**src/rtl/serial_adder_if.sv**
```systemverilog
// Handshake and data bundle for the bit-serial adder.
// The master side issues operations, the slave side (the adder) returns results.
interface serial_adder_if #(
   parameter int WIDTH = 16
) ();

   // Request side
   logic             start;
   logic [WIDTH-1:0] a;
   logic [WIDTH-1:0] b;
   logic             cin;
   logic             sub;

   // Result side
   logic             busy;
   logic             done;
   logic [WIDTH-1:0] sum;
   logic             carry;
   logic             overflow;

   modport master (
      output start,
      output a,
      output b,
      output cin,
      output sub,
      input  busy,
      input  done,
      input  sum,
      input  carry,
      input  overflow
   );

   modport slave (
      input  start,
      input  a,
      input  b,
      input  cin,
      input  sub,
      output busy,
      output done,
      output sum,
      output carry,
      output overflow
   );

endinterface

```
**src/rtl/serial_adder.sv**
```systemverilog
// Bit-serial adder/subtractor: one full-add cell plus a carry register,
// processing one bit per clock, LSB first. Subtraction is A + ~B + 1.
// Three-state control: IDLE -> RUN (WIDTH cycles) -> DONE (1 cycle) -> IDLE.
module serial_adder #(
   parameter int WIDTH = 16
) (
   input  logic          clk,
   input  logic          rst_n,
   serial_adder_if.slave bus
);

   // Counter only has to reach WIDTH-1; keep it at least one bit wide.
   localparam int CNT_W = (WIDTH > 1) ? $clog2(WIDTH) : 1;
   localparam logic [CNT_W-1:0] LAST_BIT = CNT_W'(WIDTH - 1);

   typedef enum logic [1:0] {
      IDLE = 2'd0,
      RUN  = 2'd1,
      DONE = 2'd2
   } state_t;

   state_t           state_reg;

   // Operand shift registers; b_reg already holds ~b in subtract mode.
   logic [WIDTH-1:0] a_reg;
   logic [WIDTH-1:0] b_reg;
   // Partial result, filled from the MSB end as bits are produced.
   logic [WIDTH-1:0] res_reg;
   logic             c_reg;
   logic [CNT_W-1:0] cnt_reg;

   // Registered outputs
   logic [WIDTH-1:0] sum_reg;
   logic             carry_reg;
   logic             ovf_reg;
   logic             busy_reg;
   logic             done_reg;

   // Full-add cell signals
   logic             a_bit;
   logic             b_bit;
   logic             s_bit;
   logic             c_next;
   logic [WIDTH-1:0] res_next;
   logic             last_step;

   // One full-add cell on the current LSBs of the operand shift registers.
   always_comb begin
      a_bit     = a_reg[0];
      b_bit     = b_reg[0];
      s_bit     = a_bit ^ b_bit ^ c_reg;
      c_next    = (a_bit & b_bit) | (a_bit & c_reg) | (b_bit & c_reg);
      last_step = (cnt_reg == LAST_BIT);
   end

   // New result bit enters at the MSB so that after WIDTH steps the
   // first-computed bit has walked down to bit 0.
   generate
      if (WIDTH == 1) begin : g_res_single
         assign res_next = s_bit;
      end else begin : g_res_multi
         assign res_next = {s_bit, res_reg[WIDTH-1:1]};
      end
   endgenerate

   // Control FSM, datapath registers and registered outputs.
   // On the last step c_reg is the carry into the MSB and c_next the carry
   // out of it, so their XOR is the signed overflow (for WIDTH=1 c_reg is
   // still the initial carry, which is exactly what is wanted).
   always_ff @(posedge clk or negedge rst_n) begin
      if (!rst_n) begin
         state_reg <= IDLE;
         a_reg     <= '0;
         b_reg     <= '0;
         res_reg   <= '0;
         c_reg     <= 1'b0;
         cnt_reg   <= '0;
         sum_reg   <= '0;
         carry_reg <= 1'b0;
         ovf_reg   <= 1'b0;
         busy_reg  <= 1'b0;
         done_reg  <= 1'b0;
      end else begin
         case (state_reg)
            IDLE: begin
               done_reg <= 1'b0;
               if (bus.start) begin
                  a_reg     <= bus.a;
                  b_reg     <= bus.sub ? ~bus.b : bus.b;
                  c_reg     <= bus.sub ? 1'b1 : bus.cin;
                  res_reg   <= '0;
                  cnt_reg   <= '0;
                  busy_reg  <= 1'b1;
                  state_reg <= RUN;
               end
            end

            RUN: begin
               a_reg   <= a_reg >> 1;
               b_reg   <= b_reg >> 1;
               res_reg <= res_next;
               c_reg   <= c_next;
               cnt_reg <= cnt_reg + CNT_W'(1);
               if (last_step) begin
                  sum_reg   <= res_next;
                  carry_reg <= c_next;
                  ovf_reg   <= c_reg ^ c_next;
                  busy_reg  <= 1'b0;
                  done_reg  <= 1'b1;
                  state_reg <= DONE;
               end
            end

            DONE: begin
               // start is deliberately not looked at here: it is only
               // honoured once back in IDLE.
               done_reg  <= 1'b0;
               state_reg <= IDLE;
            end

            default: begin
               busy_reg  <= 1'b0;
               done_reg  <= 1'b0;
               state_reg <= IDLE;
            end
         endcase
      end
   end

   // Drive the result side of the bundle straight from registers.
   always_comb begin
      bus.busy     = busy_reg;
      bus.done     = done_reg;
      bus.sum      = sum_reg;
      bus.carry    = carry_reg;
      bus.overflow = ovf_reg;
   end

endmodule

```
**src/flat_wrapper.sv**
```systemverilog
// flat-port wrapper written by rule: the top's interface ports become plain ports
module serial_adder_flat 
#(
   parameter int WIDTH = 16
)
  (clk, rst_n, bus_start, bus_a, bus_b, bus_cin, bus_sub, bus_busy, bus_done, bus_sum, bus_carry, bus_overflow);
  serial_adder_if #(.WIDTH(WIDTH)) bus_i ();
  input  logic clk;
  input  logic rst_n;
  input wire logic [$bits(bus_i.start)-1:0] bus_start;
  input wire logic [$bits(bus_i.a)-1:0] bus_a;
  input wire logic [$bits(bus_i.b)-1:0] bus_b;
  input wire logic [$bits(bus_i.cin)-1:0] bus_cin;
  input wire logic [$bits(bus_i.sub)-1:0] bus_sub;
  output wire logic [$bits(bus_i.busy)-1:0] bus_busy;
  output wire logic [$bits(bus_i.done)-1:0] bus_done;
  output wire logic [$bits(bus_i.sum)-1:0] bus_sum;
  output wire logic [$bits(bus_i.carry)-1:0] bus_carry;
  output wire logic [$bits(bus_i.overflow)-1:0] bus_overflow;
  assign bus_i.start = bus_start;
  assign bus_i.a = bus_a;
  assign bus_i.b = bus_b;
  assign bus_i.cin = bus_cin;
  assign bus_i.sub = bus_sub;
  assign bus_busy = bus_i.busy;
  assign bus_done = bus_i.done;
  assign bus_sum = bus_i.sum;
  assign bus_carry = bus_i.carry;
  assign bus_overflow = bus_i.overflow;
  serial_adder #(.WIDTH(WIDTH)) u_core (.clk(clk), .rst_n(rst_n), .bus(bus_i));
endmodule
```
**config.mk**
```make
export PLATFORM = sky130hd
export DESIGN_NAME = serial_adder_flat
export DESIGN_NICKNAME = d
export VERILOG_FILES = /design/src/rtl/serial_adder_if.sv /design/src/rtl/serial_adder.sv /design/src/flat_wrapper.sv
export SDC_FILE = /design/constraint.sdc
export NUM_CORES = 1
export LEC_CHECK = 0
export CAP_MARGIN = 10
export CORE_MARGIN = 2
export CORE_UTILIZATION = 40
export CTS_CLUSTER_SIZE = 20
export DETAILED_ROUTE_END_ITERATION = 6
export GPL_TIMING_DRIVEN = 0
export PLACE_DENSITY_LB_ADDON = 0.08
export SYNTH_ARGS = -nofsm -noshare
export SYNTH_HDL_FRONTEND = slang
export SYNTH_SLANG_ARGS = --single-unit
```
**constraint.sdc**
```tcl
create_clock -name clk -period 2.85 [get_ports clk]
set_input_delay 0.57 -clock clk [delete_from_list [all_inputs] [get_ports clk]]
set_output_delay 0.57 -clock clk [all_outputs]
set_load 0.01 [all_outputs]
```
**After elaboration in Yosys (flattened, before gate mapping)**

Cells that the tools add are included.

- Register bits after elaboration: 75
- Word-level logic and storage cells: 53

- Add/sub/neg operators: 1
- Equality and inequality tests: 5
- Multiplexer cells: 20
- Bitwise logic cells: 10
- Reduce and logical (&&, ||, !) cells: 6

Operators by type and width:

| kind | count |
|---|---|
| 16-bit one-hot mux with 2 select lines | 3 |
| 16-bit 2-to-1 mux | 4 |
| 16-bit inverter | 1 |
| 4-bit one-hot mux with 2 select lines | 1 |
| 1-bit 2-to-1 mux | 6 |
| 2-bit AND reduction | 3 |
| 4-bit by 1-bit adder with 4-bit output (second input constant) | 1 |
| 4-bit equality test (second input constant) | 1 |
| 2-bit 2-to-1 mux | 2 |
| 4-bit 2-to-1 mux | 1 |
| 2-bit one-hot mux with 2 select lines | 1 |
| 1-bit bitwise AND | 3 |
| 1-bit one-hot mux with 3 select lines | 1 |
| 3-bit AND reduction | 1 |
| 1-bit bitwise XOR | 3 |
| 2-bit by 1-bit equality test with 1-bit output (second input constant) | 1 |
| 2-bit equality test (second input constant) | 1 |
| 2-bit logical NOT | 1 |
| 2-bit by 1-bit != test with 1-bit output (second input constant) | 1 |
| 2-bit != test (second input constant) | 1 |
| 1-bit OR | 2 |
| 1-bit one-hot mux with 2 select lines | 1 |
| 2-bit nonzero test | 1 |
| 1-bit inverter | 1 |

**Logic depth before layout (Yosys ltp)**

Gate-level depths: netlist (run 1).

- Word-level depth: 4
- Mapped depth: 6
- Depth with buffers taken out: 4

**Least setup slack after synthesis (run 1)**

Ideal clock, no wire load.

- Path kind: register -> register
- Start: register u_core.cnt_reg[0]
- End: register u_core.sum_reg[10], in the netlist u_core.bus.sum[10]
- Library setup time: 127 ps
- Data arrival time: 1,518 ps
- Setup slack: 1,204 ps
- Cell stages (with the launch flop): 7
- Path through: dfrtp_1 ha_1 and3_1 and2_1 buf_4 buf_6 mux2_1

- Cells in the longest elaborated chain, start to end: 2

RTL lines:

| what | line | source |
|---|---|---|
| start: declaration | serial_adder.sv:30 | `logic [CNT_W-1:0] cnt_reg;` |
| start signal: assignment | serial_adder.sv:103 | `cnt_reg <= cnt_reg + CNT_W'(1);` |
| 4-bit equality test | serial_adder.sv:53 | `last_step = (cnt_reg == LAST_BIT);` |
| 2-bit AND reduction (no line) | n/a |  |
| end signal: assignment | serial_adder.sv:105 | `sum_reg <= res_next;` |
| end: declaration | serial_adder.sv:33 | `logic [WIDTH-1:0] sum_reg;` |

Every way passes these cells.
A chain may end at the register's enable or synchronous reset.

**Worst setup path after layout (run 1)**

- Start: input bus_start
- End: register u_core.a_reg[4]

- Cells in the longest elaborated chain, start to end: 2

RTL lines:

| what | line | source |
|---|---|---|
| start: declaration | flat_wrapper.sv:10 | `input wire logic [$bits(bus_i.start)-1:0] bus_start;` |
| 2-bit != test (no line) | n/a |  |
| 2-bit AND reduction (no line) | n/a |  |
| end signal: assignment | serial_adder.sv:88 | `a_reg <= bus.a;` |
| end signal: assignment | serial_adder.sv:99 | `a_reg <= a_reg >> 1;` |
| end: declaration | serial_adder.sv:25 | `logic [WIDTH-1:0] a_reg;` |

Every way passes these cells.

==> results of run 1 <==
[cells in the mapped netlist (7+ instances only)]
cell type / instances
dfrtp_1: 74
buf_2: 7
a221o_1: 14
inv_1: 16
o21ai_0: 20
clkbuf_1: 11
a22o_1: 16
a22oi_1: 17
nor2b_1: 13
o32ai_1: 15
xnor2_1: 17
nand2_1: 12
mux2_1: 8
mux2_2: 9
a21oi_1: 12
[worst paths after layout]
check                                       start                  to  slack [ns]  cells after the start
worst max-delay path                    bus_start     u_core.a_reg[4]        0.78                      6
worst min-delay path                        rst_n  u_core.bus.sum[12]        0.10                      1
worst max register to register  u_core.cnt_reg[0]  u_core.bus.sum[11]        1.02                      6
worst min register to register  u_core.cnt_reg[3]   u_core.cnt_reg[3]        0.48                      1
max in group asynchronous                   rst_n    u_core.b_reg[13]        2.19                      2
min in group clk                u_core.cnt_reg[3]   u_core.cnt_reg[3]        0.48                      1
[cell type report]
type	instances	area (um^2)	area share (%)
clock buffer	9	124	2.89
tap	105	131	3.06
timing repair buffer	56	576	13.4
buffer	25	136	3.18
sequential	74	1850	43.1
multi-input combinational	171	1300	30.2
inverter	16	60.1	1.40
clock inverter	6	116	2.71
[logic make-up (layout without fill, tap and decap cells)]
logic type / count (synthesis) / count (layout) / synth area share, %
flops: 74 / 74 / 55.4
mux: 18 / 18 / 6.02
fa+ha+maj: 2 / 2 / 0.973
compound gates: 98 / 98 / 21.7
xor+xnor: 17 / 17 / 4.45
simple gates: 36 / 36 / 5.65
buf+inv: 41 / 112 / 5.87
[per-layer routing]
layer	track usage (%)	vias to the layer above	wire length, um
met1	25.8	1198	3560
met2	28.6	60	3420
met3	4.90	10	347
met5	0	-	0
met4	6.55	0	120
li1	-	1185	-
[worst max-delay path, delay by kind of cell]
family	cells	cell delay, ns
AND/OR/NAND/NOR	1	0.08
buffers and inverters	3	1.01
AO/OA/AOI/OAI	2	0.65
[power by group]
part	switching [mW]	internal, mW	leakage (nW)
Clock	0.401	0.581	0.119
Combinational	0.581	0.705	0.758
Sequential	0.291	1.46	0.961
[metrics by stage]
stage               setup TNS, ns  utilization (%)
detailed placement              0             49.6
CTS                             0             52.5
global route                    0             52.5
floorplan                       0                -
global placement          -109.73             49.3
finish                          0             52.5
==> reports/results.ini, run 1 <==
[global_route]
grt_usage_pct = 18.7
overflow = 0
grt_pass1_wl_um = 12900
antenna_found_initial = 0
grt_start_max_net_pins = 56
grt_pass1_vias = 2536

[timing]
min_period_ns = 2.07
max_freq_mhz = 484
skew_ns = 0.0104
grt_setup_unrepaired = false
slew_headroom_pct = 54.5
drv_slew = 0
holdWs_ns = 0.104
finalHoldViolCount = 0
setup_viol = 0
worst-slew-pin-transition_ns = 0.681
finalWorstSetupSlack_ns = 0.782
post-route-period-util_pct = 72.6

[setup_path]
cp_slowest_cell = o21bai_1
crit_arrival_ns = 2.32
cp_max_fo = 10
endpoint_kind = flop
max_stage_delay_ns = 0.57
required_ns = 3.11
cp_cell_sequence = clkdlybuf4s50_1 -> buf_2 -> o21bai_1 -> buf_2 -> nand2_1 -> o21ai_0
cp-start-kind = input port
critPathKind = input port to flop
cp_common_cell = buf_2

[clock_tree]
cts.sink_count = 74
cts_tree = yes
clkLatencyLatePin_ns = 0.35
post_cts_buffers = 0
cts_resized = 0
cts_root_buf = clkbuf_8
htree_num_levels = 3
clk_path_buf_depth = 2
clk_pin_slew_worst_paths_ns = 0.08
cts_buffers = 9
ctsHoldBuffers = 0

[pwr]
p_leak_nw = 1.84
vdd_drop_max_mv = 0.373
design_power_total_mw = 4.02
power_density_nw_per_um2 = 936

[yosys]
synth_top_area_cell = dfrtp_1
ys_warn_count = 0
ys_ff_latch = 74
synth.top_cell.area_share_pct = 55.4
synth_area_um2 = 3340
seq_area_frac_synth_pct = 55.4
synth.distinct_cells = 32
synthFlopType = dfrtp_1
syn_nets = 325
async_reset_ff_share_pct = 100
synth_area_leaders = dfrtp_1 55%, xnor2_1 4.5%, a221o_1 4.2%
postSynthCellCount = 286
syn_avg_cell_area_um2 = 11.7
synth_edf_count = 0

[cells_and_area]
nets = 392
layout_common_cells = 74 x dfrtp_1, 54 x clkdlybuf4s50_1, 20 x o21ai_0, 17 x xnor2_1, 17 x a22oi_1
fin_area_um2 = 4290
area_growth_pct = 28.3
antenna_cells = 0
layout-drive-gt1-share_pct = 10.9
stdcell_count = 462
layout_commonest_cell = dfrtp_1
n_fill_cell = 751

[detailed_routing]
via_count = 2453
vias_per_cell = 5.31
route.detailed.drc = 0
routed_wl_um = 7450
drtAntennaViolNets = 0
drt-initial-drc-count = 101
wl_per_cell_um = 16.1
firstDrtPassIters = 5

[floorplanning]
initial_core_util_pct = 40.9
die_h_um = 95.4
die_w_um = 95.4
ios = 57
coreArea_um2 = 8180
fp-row-count = 33
die_area_um2 = 9110

[flow_run]
maxCapViolations = 0

[min_path]
hold_class = input port to async pin

[place]
dp_hpwl_um = 5070
dp_cells = 447
portBuffers = 55
place_congestion = 0.770
dp_slack_ns = 0.366
dpl_cell_area_um2 = 4050

[run_status]
status = finished, final reports clean

No activity file was read; power rests on OpenSTA's default activity.
==> inputs of run 2 (changes only) <==
==> constraint.sdc (replaced) <==
create_clock -name clk -period 2.1 [get_ports clk]
set_input_delay 0.42 -clock clk [delete_from_list [all_inputs] [get_ports clk]]
set_output_delay 0.42 -clock clk [all_outputs]
set_load 0.01 [all_outputs]
==> reports/results.ini, run 2 (synthesized netlist as in run 1, its figures left out) <==
[setup_path]
cp-start-kind = input port
max_stage_delay_ns = 0.57  ; about the same
r2r-start = u_core.cnt_reg[0]
r2r-end = u_core.bus.sum[11]
endpoint_kind = flop
cp_slowest_cell = o21bai_1
cp_top_family = buffers and inverters
cp_cell_sequence = clkdlybuf4s50_1 -> buf_2 -> o21bai_1 -> buf_2 -> nand2_1 -> o21ai_0
crit_arrival_ns = 2.19  ; -0.13 ns
cp_max_fo = 10  ; unchanged
cp_num_buf_inv = 3  ; unchanged
ff2ff_path_depth = 6  ; unchanged
regToRegSetupSlack_ns = 0.27  ; -0.75 ns
critPathKind = input port to flop
cp_common_cell = buf_2
required_ns = 2.36  ; -0.75 ns

[global_route]
grt_usage_pct = 18.7  ; unchanged
grt_start_max_net_pins = 56  ; unchanged
grt_pass1_vias = 2536  ; unchanged
antenna_found_initial = 0  ; unchanged
overflow = 0  ; unchanged
grt_pass1_wl_um = 12900  ; unchanged

[clock_tree]
clk_path_buf_depth = 2  ; unchanged
post_cts_buffers = 0  ; unchanged
cts_buffers = 9  ; unchanged
clk_pin_slew_worst_paths_ns = 0.08  ; about the same
htree_num_levels = 3  ; unchanged
clkLatencyLatePin_ns = 0.35  ; about the same
cts_root_buf = clkbuf_8
cts_tree = yes
cts.sink_count = 74  ; unchanged
cts_resized = 0  ; unchanged
ctsHoldBuffers = 1  ; +1

[timing]
setup_viol = 0  ; unchanged
slew_headroom_pct = 53.6  ; -0.92 points
min_period_ns = 1.93
finalWorstSetupSlack_ns = 0.170  ; -0.612 ns
grt_setup_unrepaired = false
max_freq_mhz = 518
skew_ns = 0.0106  ; +0.000168 ns
finalHoldViolCount = 0  ; unchanged
drv_slew = 0  ; unchanged
post-route-period-util_pct = 91.9
worst-slew-pin-transition_ns = 0.695  ; +0.0138 ns

[pwr]
seqPwrFrac_pct = 43.5  ; about the same
p_switching_mw = 1.73  ; +36%
power.internal_mw = 3.72  ; +36%
switching_share_pct = 31.7  ; +0.039 points
p_comb_share_pct = 32.0  ; about the same
power_density_nw_per_um2 = 1270  ; +36%
vdd_drop_max_mv = 0.506  ; +36%
pwr-share-clk_pct = 24.5  ; about the same
p_leak_nw = 1.84  ; +0.23%

[detailed_routing]
drtAntennaViolNets = 0  ; unchanged
drt-initial-drc-count = 102  ; +0.99%
via_count = 2457  ; +0.16%
wl_per_cell_um = 16.1  ; about the same
routed_wl_um = 7460  ; +0.17%
route.detailed.drc = 0  ; unchanged
vias_per_cell = 5.31  ; about the same
firstDrtPassIters = 5  ; unchanged

[cells_and_area]
multi_input_area_um2 = 1300  ; unchanged
layout-drive-gt1-share_pct = 10.9  ; -0.031 points
layout_common_cells = 74 x dfrtp_1, 54 x clkdlybuf4s50_1, 20 x o21ai_0, 17 x xnor2_1, 17 x a22oi_1
antenna_cells = 0  ; unchanged
fin_area_um2 = 4300  ; +0.23%
area_growth_pct = 28.6
layout_commonest_cell = dfrtp_1
n_fill_cell = 750  ; -0.13%
nets = 393  ; +0.26%
register_area_um2 = 1850  ; unchanged

[floorplanning]
die_h_um = 95.4  ; unchanged
ios = 57  ; unchanged
fp-row-count = 33  ; unchanged
coreArea_um2 = 8180  ; unchanged
die_area_um2 = 9110  ; unchanged
initial_core_util_pct = 40.9  ; unchanged
die_w_um = 95.4  ; unchanged

[min_path]
worstHoldPathCells = 1
worstHoldStart = u_core.cnt_reg[3]
hold_class = flop to flop
holdPathEnd = u_core.cnt_reg[3]

[flow_run]
maxCapViolations = 0  ; unchanged

[run_status]
status = finished, final reports clean

[place]
portBuffers = 55  ; unchanged
dp_hpwl_um = 5070  ; unchanged
dp_slack_ns = -0.234  ; -0.600 ns
place_congestion = 0.770  ; unchanged
dpl_cell_area_um2 = 4050  ; unchanged

-- run 2: cell types whose count changed in the layout (fill, tap and decap cells not counted), sizes merged --
cell | previous run | this run
dlygate4sd3 | 0 | 1
-- run 2: power groups by stage --
stage	Sequential [mW]	Clock, mW	Combinational, mW
2_1_floorplan	2.36	0	1.05
3_3_place_gp	2.38	0	1.72
3_5_place_dp	2.40	0	1.77
4_1_cts	2.37	1.37	1.77
5_1_grt	2.46	1.45	1.96
6_report	2.37	1.33	1.75
-- run 2: worst max-delay path by stage --
stage | from | end | slack [ns] | depth (start not counted)
6_report | bus_start | u_core.a_reg[4] | 0.17 | 6
5_1_grt | bus_start | u_core.a_reg[3] | 0.08 | 6
4_1_cts | bus_start | u_core.a_reg[4] | 0.17 | 6
3_3_place_gp | rst_n | u_core.b_reg[15] | -2.09 | 1
2_1_floorplan | u_core.cnt_reg[0] | u_core.bus.sum[10] | 0.45 | 6
3_5_place_dp | bus_start | u_core.a_reg[4] | -0.23 | 6
-- run 2: area by class of cell --
cell class	count	share of cell area, %
sequential	74	43.0
multi-input combinational	171	30.1
timing repair buffer	57	13.6
buffer	25	3.17
tap	105	3.05
clock buffer	9	2.88
clock inverter	6	2.71
inverter	16	1.40
-- run 2: stage by stage --
step,hold WS (ns),std cells,power [mW],setup TNS [ns],util [%]
final,0.487,463,5.46,0,52.6
after global routing,0.492,463,5.87,0,52.6
after CTS,0.484,463,5.52,0,52.6
after detailed placement,0.334,447,4.16,-3.30,49.6
after global placement,0.456,446,4.10,-156.52,49.3
after floorplan,0.124,286,3.41,0,-
-- run 2: layer usage --
layer | track usage (%) | part of all wire (%) | vias up
li1 | - | - | 1187
met1 | 25.8 | 48 | 1196
met2 | 28.6 | 46 | 64
met3 | 4.90 | 4.8 | 10
met4 | 6.55 | 1.6 | 0
met5 | 0 | 0 | -
==> inputs of run 3 (changes only) <==
--- a/config.mk
+++ b/config.mk
@@ -11,6 +11,7 @@
 export CTS_CLUSTER_SIZE = 20
 export DETAILED_ROUTE_END_ITERATION = 6
 export GPL_TIMING_DRIVEN = 0
+export MAX_ROUTING_LAYER = met4
 export PLACE_DENSITY_LB_ADDON = 0.08
 export SYNTH_ARGS = -nofsm -noshare
 export SYNTH_HDL_FRONTEND = slang
==> constraint.sdc (replaced) <==
create_clock -name clk -period 2.42 [get_ports clk]
set_input_delay 0.484 -clock clk [delete_from_list [all_inputs] [get_ports clk]]
set_output_delay 0.484 -clock clk [all_outputs]
set_load 0.01 [all_outputs]
==> reports/results.ini, run 3 (synthesized netlist as in run 1, its figures left out) <==
[cells_and_area]
fin_util_pct = 52.6  ; unchanged
antenna_cells = 0  ; unchanged
fin_area_um2 = 4300  ; unchanged
layout_common_cells = 74 x dfrtp_1, 54 x clkdlybuf4s50_1, 20 x o21ai_0, 17 x xnor2_1, 17 x a22oi_1
layout_commonest_cell = dfrtp_1
area_growth_pct = 28.6  ; unchanged
n_fill_cell = 750  ; unchanged
multi_input_area_um2 = 1300  ; unchanged
stdcell_count = 463  ; unchanged
nets = 393  ; unchanged
register_area_um2 = 1850  ; unchanged
layout-drive-gt1-share_pct = 10.9  ; unchanged

[timing]
slew_headroom_pct = 54.1  ; +0.49 points
min_period_ns = 2.00
worst-slew-pin-transition_ns = 0.688  ; -0.00727 ns
drv_slew = 0  ; unchanged
skew_ns = 0.00964  ; -0.000956 ns
tns_ns = 0  ; unchanged
finalWorstSetupSlack_ns = 0.423  ; +0.253 ns
post-route-period-util_pct = 82.5
holdWs_ns = 0.483  ; -0.00386 ns
max_freq_mhz = 501
grt_setup_unrepaired = false
finalHoldViolCount = 0  ; unchanged
setup_viol = 0  ; unchanged

[setup_path]
r2r-start = u_core.cnt_reg[0]
critPathCapture = u_core.a_reg[4]
cp_slowest_cell = o21bai_1
regToRegSetupSlack_ns = 0.59  ; +0.32 ns
cp_common_cell = buf_2
ff2ff_path_depth = 6  ; unchanged
r2r-end = u_core.bus.sum[11]
max_stage_delay_ns = 0.57  ; about the same
critPathKind = input port to flop
cp-start-kind = input port
cp_max_fo = 10  ; unchanged
endpoint_kind = flop
required_ns = 2.68  ; +0.32 ns
crit_arrival_ns = 2.26  ; +0.07 ns
cp_cell_sequence = clkdlybuf4s50_1 -> buf_2 -> o21bai_1 -> buf_2 -> nand2_1 -> o21ai_0
crit_path_start = bus_start

[place]
portBuffers = 55  ; unchanged
place_congestion = 0.781  ; +1.3%
dp_cells = 447  ; unchanged
dpl_cell_area_um2 = 4050  ; unchanged
dp_hpwl_um = 5070  ; unchanged
dp_slack_ns = 0.0225  ; +0.256 ns

[detailed_routing]
drt-initial-drc-count = 104  ; +2.0%
firstDrtPassIters = 4  ; -1
via_count = 2461  ; +0.16%
drtAntennaViolNets = 0  ; unchanged
routed_wl_um = 7470  ; +0.20%
vias_per_cell = 5.32  ; +0.16%
route.detailed.drc = 0  ; unchanged
wl_per_cell_um = 16.1  ; +0.20%

[floorplanning]
die_w_um = 95.4  ; unchanged
initial_core_util_pct = 40.9  ; unchanged
coreArea_um2 = 8180  ; unchanged
die_area_um2 = 9110  ; unchanged
die_h_um = 95.4  ; unchanged
fp-row-count = 33  ; unchanged
ios = 57  ; unchanged

[pwr]
vdd_drop_max_mv = 0.439  ; -13%
design_power_total_mw = 4.73  ; -13%
p_leak_nw = 1.84  ; unchanged
power_density_nw_per_um2 = 1100  ; -13%

[clock_tree]
cts_tree = yes
clk_pin_slew_worst_paths_ns = 0.08  ; about the same
clk_path_buf_depth = 2  ; unchanged
clkLatencyLatePin_ns = 0.35  ; about the same
cts_resized = 0  ; unchanged
htree_num_levels = 3  ; unchanged
post_cts_buffers = 0  ; unchanged
cts_root_buf = clkbuf_8
ctsHoldBuffers = 0  ; -1
cts.sink_count = 74  ; unchanged
cts_buffers = 9  ; unchanged

[global_route]
grt_pass1_vias = 2535  ; -0.039%
antenna_found_initial = 0  ; unchanged
grt_pass1_wl_um = 12900  ; +0.11%
grt_usage_pct = 19.3  ; +0.54 points
overflow = 0  ; unchanged
grt_start_max_net_pins = 56  ; unchanged

[min_path]
worstHoldPathCells = 1  ; unchanged
hold_class = flop to flop

[flow_run]
maxCapViolations = 0  ; unchanged

[run_status]
status = finished, final reports clean

run 3: worst max-delay path: cells and delay by family:
family / cells / cell delay (ns)
simple gates: 1 / 0.08
buf+inv: 3 / 1.03
compound gates: 2 / 0.65
run 3: how the worst min path moves through the flow:
stage                                    end              start
final                      u_core.cnt_reg[3]  u_core.cnt_reg[3]
after global routing       u_core.bus.sum[6]  u_core.bus.sum[6]
after CTS                 u_core.bus.sum[12]              rst_n
after detailed placement  u_core.bus.sum[11]              rst_n
after global placement     u_core.cnt_reg[3]  u_core.cnt_reg[3]
after floorplan              u_core.a_reg[0]              rst_n
run 3: cell type report:
cell class,instances,share of cell area (%)
flip-flops and latches,74,43.0
multi-input cells,171,30.1
repair buffers,57,13.6
plain buffers,25,3.17
well taps,105,3.05
clock buffers,9,2.88
clock inverters,6,2.71
inverters,16,1.40
run 3: where the power goes:
group          internal, mW  switching [mW]  total, mW
sequential             1.72           0.344       2.06
combinational         0.831           0.685       1.52
clock                 0.684           0.471       1.16
total                  3.23            1.50       4.73
run 3: routing by layer:
layer  global-route usage (%)  up-vias  routed length (um)
met2                     28.7       65                3420
met4                     6.55        0                 127
met5                        -        -                   0
met3                     4.74       11                 361
li1                         -     1188                   -
met1                     25.8     1197                3570
